`src/rtl/sim_pkg.sv`:
```
// Shared definitions for the sparse Ising machine field/bias stages:
// controller states, spin encoding and register-file address sizing.
package sim_pkg;

  typedef enum logic [1:0] {
    ST_IDLE  = 2'd0,
    ST_ACCUM = 2'd1,
    ST_DONE  = 2'd2
  } acc_state_t;

  localparam logic SPIN_POS = 1'b1;
  localparam logic SPIN_NEG = 1'b0;

  // Address width for n weights plus one bias slot; never narrower than 1 bit.
  function automatic int addr_w(input int n);
    return ($clog2(n + 1) < 1) ? 1 : $clog2(n + 1);
  endfunction

endpackage

```
`src/rtl/sat_clamp.sv`:
```
// Signed saturator: narrows an IN_W-bit value to OUT_W bits, clamping
// anything outside the representable range to the nearest limit.
module sat_clamp #(
  parameter int IN_W  = 8,
  parameter int OUT_W = 4
) (
  input  logic signed [IN_W-1:0]  din,
  output logic signed [OUT_W-1:0] dout
);

  localparam logic signed [IN_W-1:0] MAX_V = IN_W'((1 << (OUT_W - 1)) - 1);
  localparam logic signed [IN_W-1:0] MIN_V = -MAX_V - IN_W'(1);

  always_comb begin
    dout = din[OUT_W-1:0];
    if (din > MAX_V) begin
      dout = MAX_V[OUT_W-1:0];
    end else if (din < MIN_V) begin
      dout = MIN_V[OUT_W-1:0];
    end
  end

endmodule

```
`src/rtl/local_field_accumulator.sv`:
```
// Local field I_i = h_i + sum_j J_ij * m_j for one spin: serial MAC over the
// neighbours (one per clock), then saturation to the p_bit input width.
module local_field_accumulator
  import sim_pkg::*;
#(
  parameter int NUM_NEIGHBORS = 4,
  parameter int WEIGHT_W      = 4,
  parameter int ACC_W         = 8,
  parameter int OUT_W         = 4,
  parameter int ADDR_W        = addr_w(NUM_NEIGHBORS)
) (
  input  logic                       clk,
  input  logic                       reset,
  input  logic                       start,
  input  logic [NUM_NEIGHBORS-1:0]   spins,
  input  logic                       wr_en,
  input  logic [ADDR_W-1:0]          wr_addr,
  input  logic signed [WEIGHT_W-1:0] wr_data,
  output logic                       busy,
  output logic                       field_valid,
  output logic signed [OUT_W-1:0]    field_out
);

  localparam int IDX_W = (NUM_NEIGHBORS > 1) ? $clog2(NUM_NEIGHBORS) : 1;

  acc_state_t state_reg, state_next;

  logic signed [WEIGHT_W-1:0] weight_reg [NUM_NEIGHBORS];
  logic signed [WEIGHT_W-1:0] bias_reg;
  logic [NUM_NEIGHBORS-1:0]   snap_reg;
  logic [IDX_W-1:0]           index_reg;
  logic signed [ACC_W-1:0]    acc_reg;
  logic signed [ACC_W-1:0]    weight_ext;
  logic signed [ACC_W-1:0]    bias_ext;
  logic signed [ACC_W-1:0]    term;
  logic signed [OUT_W-1:0]    clamped;
  logic                       last_index;

  assign last_index = (index_reg == IDX_W'(NUM_NEIGHBORS - 1));
  assign busy       = (state_reg != ST_IDLE);

  // Negate after sign extension so the most negative weight flips cleanly.
  always_comb begin
    weight_ext = {{(ACC_W-WEIGHT_W){weight_reg[index_reg][WEIGHT_W-1]}}, weight_reg[index_reg]};
    bias_ext   = {{(ACC_W-WEIGHT_W){bias_reg[WEIGHT_W-1]}}, bias_reg};
    term       = (snap_reg[index_reg] == SPIN_POS) ? weight_ext : -weight_ext;
  end

  sat_clamp #(
    .IN_W  (ACC_W),
    .OUT_W (OUT_W)
  ) u_sat_clamp (
    .din  (acc_reg),
    .dout (clamped)
  );

  always_comb begin
    state_next = state_reg;
    case (state_reg)
      ST_IDLE:  if (start) state_next = ST_ACCUM;
      ST_ACCUM: if (last_index) state_next = ST_DONE;
      ST_DONE:  state_next = ST_IDLE;
      default:  state_next = ST_IDLE;
    endcase
  end

  always_ff @(posedge clk) begin
    if (reset) begin
      state_reg <= ST_IDLE;
    end else begin
      state_reg <= state_next;
    end
  end

  // Register file: writes land only while idle; out-of-range addresses drop.
  always_ff @(posedge clk) begin
    if (reset) begin
      for (int i = 0; i < NUM_NEIGHBORS; i++) weight_reg[i] <= '0;
      bias_reg <= '0;
    end else if (wr_en && state_reg == ST_IDLE) begin
      for (int i = 0; i < NUM_NEIGHBORS; i++) begin
        if (wr_addr == ADDR_W'(i)) weight_reg[i] <= wr_data;
      end
      if (wr_addr == ADDR_W'(NUM_NEIGHBORS)) bias_reg <= wr_data;
    end
  end

  always_ff @(posedge clk) begin
    if (reset) begin
      snap_reg    <= '0;
      index_reg   <= '0;
      acc_reg     <= '0;
      field_out   <= '0;
      field_valid <= 1'b0;
    end else begin
      field_valid <= 1'b0;
      case (state_reg)
        ST_IDLE: begin
          if (start) begin
            snap_reg  <= spins;
            acc_reg   <= bias_ext;
            index_reg <= '0;
          end
        end
        ST_ACCUM: begin
          acc_reg   <= acc_reg + term;
          index_reg <= index_reg + IDX_W'(1);
        end
        ST_DONE: begin
          field_out   <= clamped;
          field_valid <= 1'b1;
        end
        default: ;
      endcase
    end
  end

endmodule
```
`config.mk`:
```
export PLATFORM = sky130hd
export DESIGN_NAME = local_field_accumulator
export DESIGN_NICKNAME = d
export VERILOG_FILES = /design/src/rtl/sim_pkg.sv /design/src/rtl/sat_clamp.sv /design/src/rtl/local_field_accumulator.sv
export SDC_FILE = /design/constraint.sdc
export NUM_CORES = 1
export LEC_CHECK = 0
export BUFFER_PORTS_ARGS = -buffer_cell sky130_fd_sc_hd__buf_2
export CAP_MARGIN = 40
export CORE_UTILIZATION = 40
export CTS_CLUSTER_SIZE = 10
export DETAILED_ROUTE_END_ITERATION = 16
export GPL_ROUTABILITY_DRIVEN = 0
export GPL_TIMING_DRIVEN = 0
export HOLD_SLACK_MARGIN = 0.03
export PLACE_DENSITY = 0.54
export SLEW_MARGIN = 0
export SYNTH_ARGS = -nofsm -noshare
export SYNTH_HDL_FRONTEND = slang
export SYNTH_SLANG_ARGS = --single-unit
```
`constraint.sdc`:
```
create_clock -name clk -period 4.3 [get_ports clk]
set_clock_uncertainty 0.1 [all_clocks]
set_input_delay 0.215 -clock clk [delete_from_list [all_inputs] [get_ports clk]]
set_output_delay 0.215 -clock clk [all_outputs]
set_load 0.03 [all_outputs]
```
==> impl_summary.log <==
[metrics] post-layout instance count excluding filler cells: 320
[metrics] Post-CTS Setup Repair Bufs: 0
[metrics] Tmin final: between 3 and 4 ns
[metrics] number of buffer and inverter instances along the worst setup path: 1
[metrics] initial standard-cell utilization of the core: 0.4279
[metrics] Pwr Density: between 300 and 400 mW/mm²
[metrics] family of cells with the greatest summed delay on the critical path: compound AO/OA/AOI/OAI gates
[metrics] total congestion overflow after global routing: 0
[metrics] Remaining DRCs: 0
[metrics] primary flip-flop cell chosen by synthesis mapping: dfxtp_1
[metrics] final HPWL from detailed placement: slightly below 4 mm
[metrics] Post-CTS Resized: 0
[metrics] crit path max fanout: 4
[metrics] most frequent cells in the layout: dfxtp_1, nor2_1, nand2_1, buf_2, a21oi_1
[metrics] uppermost signal routing layer after detailed routing: met4
[metrics] Mean Syn Cell Area: slightly above 10 µm²
[metrics] Final Routed Wirelength: a little over 5 mm
[metrics] synth unique cells: 50
[metrics] wire per inst: roughly 16 µm
[metrics] number of flip-flops in the largest register: 16
[metrics] number of standard cells after synthesis: between 200 and 250
[metrics] arrival time at the worst endpoint: 3.51 ns
[metrics] area taken by multi-input logic gates: 0.001171 mm²
[metrics] Layout Utilization: 0.4804
[metrics] number of search-and-repair iterations in the first detailed-routing pass: 4
[metrics] final hold slack: about 0.044 ns
[metrics] vias per std cell: approximately 5.3
[metrics] fraction of synthesis flops using an asynchronous set or reset pin: 0
[metrics] critical setup path kind: reg -> reg
[metrics] worst hold path startpoint: spins[3]
[metrics] Net Count, Synth: 250
[metrics] count of antenna diodes in the layout: 0
[metrics] # clock sinks: 43
[metrics] clock insertion delay at the later pin of the skew report: roughly 0.30 ns
[metrics] antenna violations before repair: 0
[metrics] vias in the first global route: 1660
[metrics] top area cells in the synthesized netlist: dfxtp_1, edfxtp_1, ha_1
[metrics] count of final max-slew check failures: 0
[metrics] Synth Cell Area: around 0.0022 mm²
[metrics] IO Count: 21
[metrics] endpoint required time on the critical path: approximately 4.4 ns
[metrics] Cell Count Post-Placement: between 300 and 400
[metrics] Yosys reg bits: 43
[metrics] growth of design area from synthesis to finish: 12.28%
[metrics] endpoint kind of the worst setup timing path: register
[metrics] biggest area consumer among synthesized cells: dfxtp_1
[metrics] sequential area share after synthesis: 0.4556
[metrics] number of hold violations in the final report: 0
[metrics] area enclosed by the die boundary: approximately 0.0059 mm²
[metrics] fraction of final layout cells with drive strength greater than 1: 0.1640
[metrics] worst stage delay on the critical path: 0.68 ns
[metrics] Slew @ Worst Pin: 0.6204 ns
[metrics] total cell area at the placement stage: between 0.002 and 0.0025 mm²
[metrics] worst supply voltage drop on vdd: about 0.19 mV
[metrics] count of maximum capacitance violations: 0
[metrics] final cycle utilization of the critical path: 0.7984
[metrics] cell at the root of the clock tree: clkbuf_8
[metrics] most frequent CP cell: o21ai_0
[metrics] Nets: roughly 280
[metrics] routed length on met2: 2.297 mm
[metrics] clock buffer count from CTS: 5
[metrics] core area: 0.005238 mm²
[metrics] via count: ~1700
[metrics] H-tree lvl count: 2
[metrics] synth warn: 0
[metrics] outcome: complete, no violations
[metrics] worst rel slew slack: 0.5846
[metrics] kind of start point of the critical path: register
[metrics] TritonCTS clock tree: done
[metrics] cell with the biggest individual delay on the critical path: mux4_1
[metrics] top cell type's share of synthesized area: 0.2412
[metrics] total routing resource utilization after global routing: 0.1899
[metrics] clock-pin slew of the registers on the worst-case setup and hold paths: approximately 0.090 ns
[metrics] antenna violation net count after detailed routing: 0
[metrics] final setup violating endpoints: 0
[metrics] Leak Pwr: 1.064 nW
[metrics] Post-Route Setup TNS: 0 ns
[metrics] area used by sequential logic in the layout: between 0.001 and 0.0015 mm²
[metrics] largest net degree at the start of global routing: 15
[metrics] RSZ-0062 raised after global routing: no
[metrics] I/O Buffers: 20
[metrics] number of buffers inserted for hold repair after clock tree synthesis: 0
[metrics] die height: between 70 and 80 µm
[metrics] CP cell instances: mux4_1 > nor3_1 > inv_1 > ha_1 > o21ai_0 > ha_1 > nor3_1 > o21ai_0 > and3b_1 > o21ai_0 > o2111ai_1
[metrics] most common cell after layout, fill and taps aside: dfxtp_1
[metrics] number of flops mapped to enable cells by yosys: 16
[metrics] number of cell rows: 26
[metrics] worst hold path type: in -> reg
[metrics] highest achievable clock rate: roughly 0.3 GHz
[metrics] post-layout instance area: roughly 0.0025 mm²
[metrics] DRT iter0 DRCs: approximately 80
[metrics] number of inserted filler cells in the final layout: about 520
[metrics] global-route wire length before repair: ~8.4 mm
[metrics] horizontal die dimension: around 77 µm
[metrics] met3 WL: 120 µm
[metrics] maximum clock insertion buffer count: 2
[metrics] routed length on met1: ~2.6 mm
==> final timing paths <==
path	endpoint	slack [ns]	cells past startpoint
worst min register to register	field_out[1]	0.35	2
worst max register to register	acc_reg[7]	0.87	11
worst min-delay path	snap_reg[3]	0.04	3
worst max-delay path	acc_reg[7]	0.87	11
==> per-layer routing <==
| metal | vias up | track usage |
|---|---|---|
| met3 | 6 | 0.03929 |
| met2 | 20 | 0.2973 |
| met5 | - | 0 |
| met1 | 794 | 0.2583 |
| li1 | 860 | - |
| met4 | 0 | 0.06731 |
==> report_power, final <==
group          leakage [nW]  switching [mW]  internal [mW]
sequential            0.385          0.0193          0.443
combinational         0.634           0.109         0.0789
clock                0.0445           0.148          0.114
==> worst register-to-register path, stage by stage, from the launching register on <==
cell and delay, ns:
dfxtp_1 0.48, mux4_1 0.68, nor3_1 0.29, inv_1 0.08
ha_1 0.27, o21ai_0 0.23, ha_1 0.32, nor3_1 0.17
o21ai_0 0.18, and3b_1 0.23, o21ai_0 0.17, o2111ai_1 0.13
==> synth_stat cells (all sizes together) (2+ instances only) <==
cell type and instances:
mux2i 6, a21oi 19, nand3b 2, clkbuf 3
a221oi 2, o21a 2, o21ai 9, mux4 5
nand3 4, inv 9, and2 17, nor2 22
nor3b 2, nor4 2, nor4b 2, edfxtp 16
a31o 2, a21o 3, xor2 2, nor3 8
ha 12, nand2 20, nand2b 4, nand4 3
dfxtp 27, o2111ai 2
==> metrics by stage <==
| stage | worst slack, ns | power, mW |
|---|---|---|
| after detailed placement | 0.8675 | 0.6598 |
| after global routing | 0.6240 | 0.9659 |
| after CTS | 0.8403 | 0.9194 |
| after global placement | 0.8831 | 0.6566 |
| final | 0.8670 | 0.9116 |
| after floorplan | 1.307 | 0.6057 |
==> kinds of logic after synthesis <==
kind of cell,count (synthesis),share of synthesized area
AO/OA/AOI/OAI,46,0.1273
adder cells (fa/ha/maj),13,0.07593
flip-flops,43,0.4556
buffers and inverters,13,0.02177
AND/OR/NAND/NOR,92,0.2222
multiplexers,12,0.08543
XOR/XNOR,3,0.01173
==> area by class of cell <==
type,instances,area share
tap,70,0.03481
clock buffer,5,0.02735
sequential,43,0.4058
timing repair buffer,20,0.03978
clock inverter,3,0.007459
buffer,4,0.005967
multi-input combinational,166,0.4654
inverter,9,0.01343
Note: power is estimated with default switching activity, not from simulation.
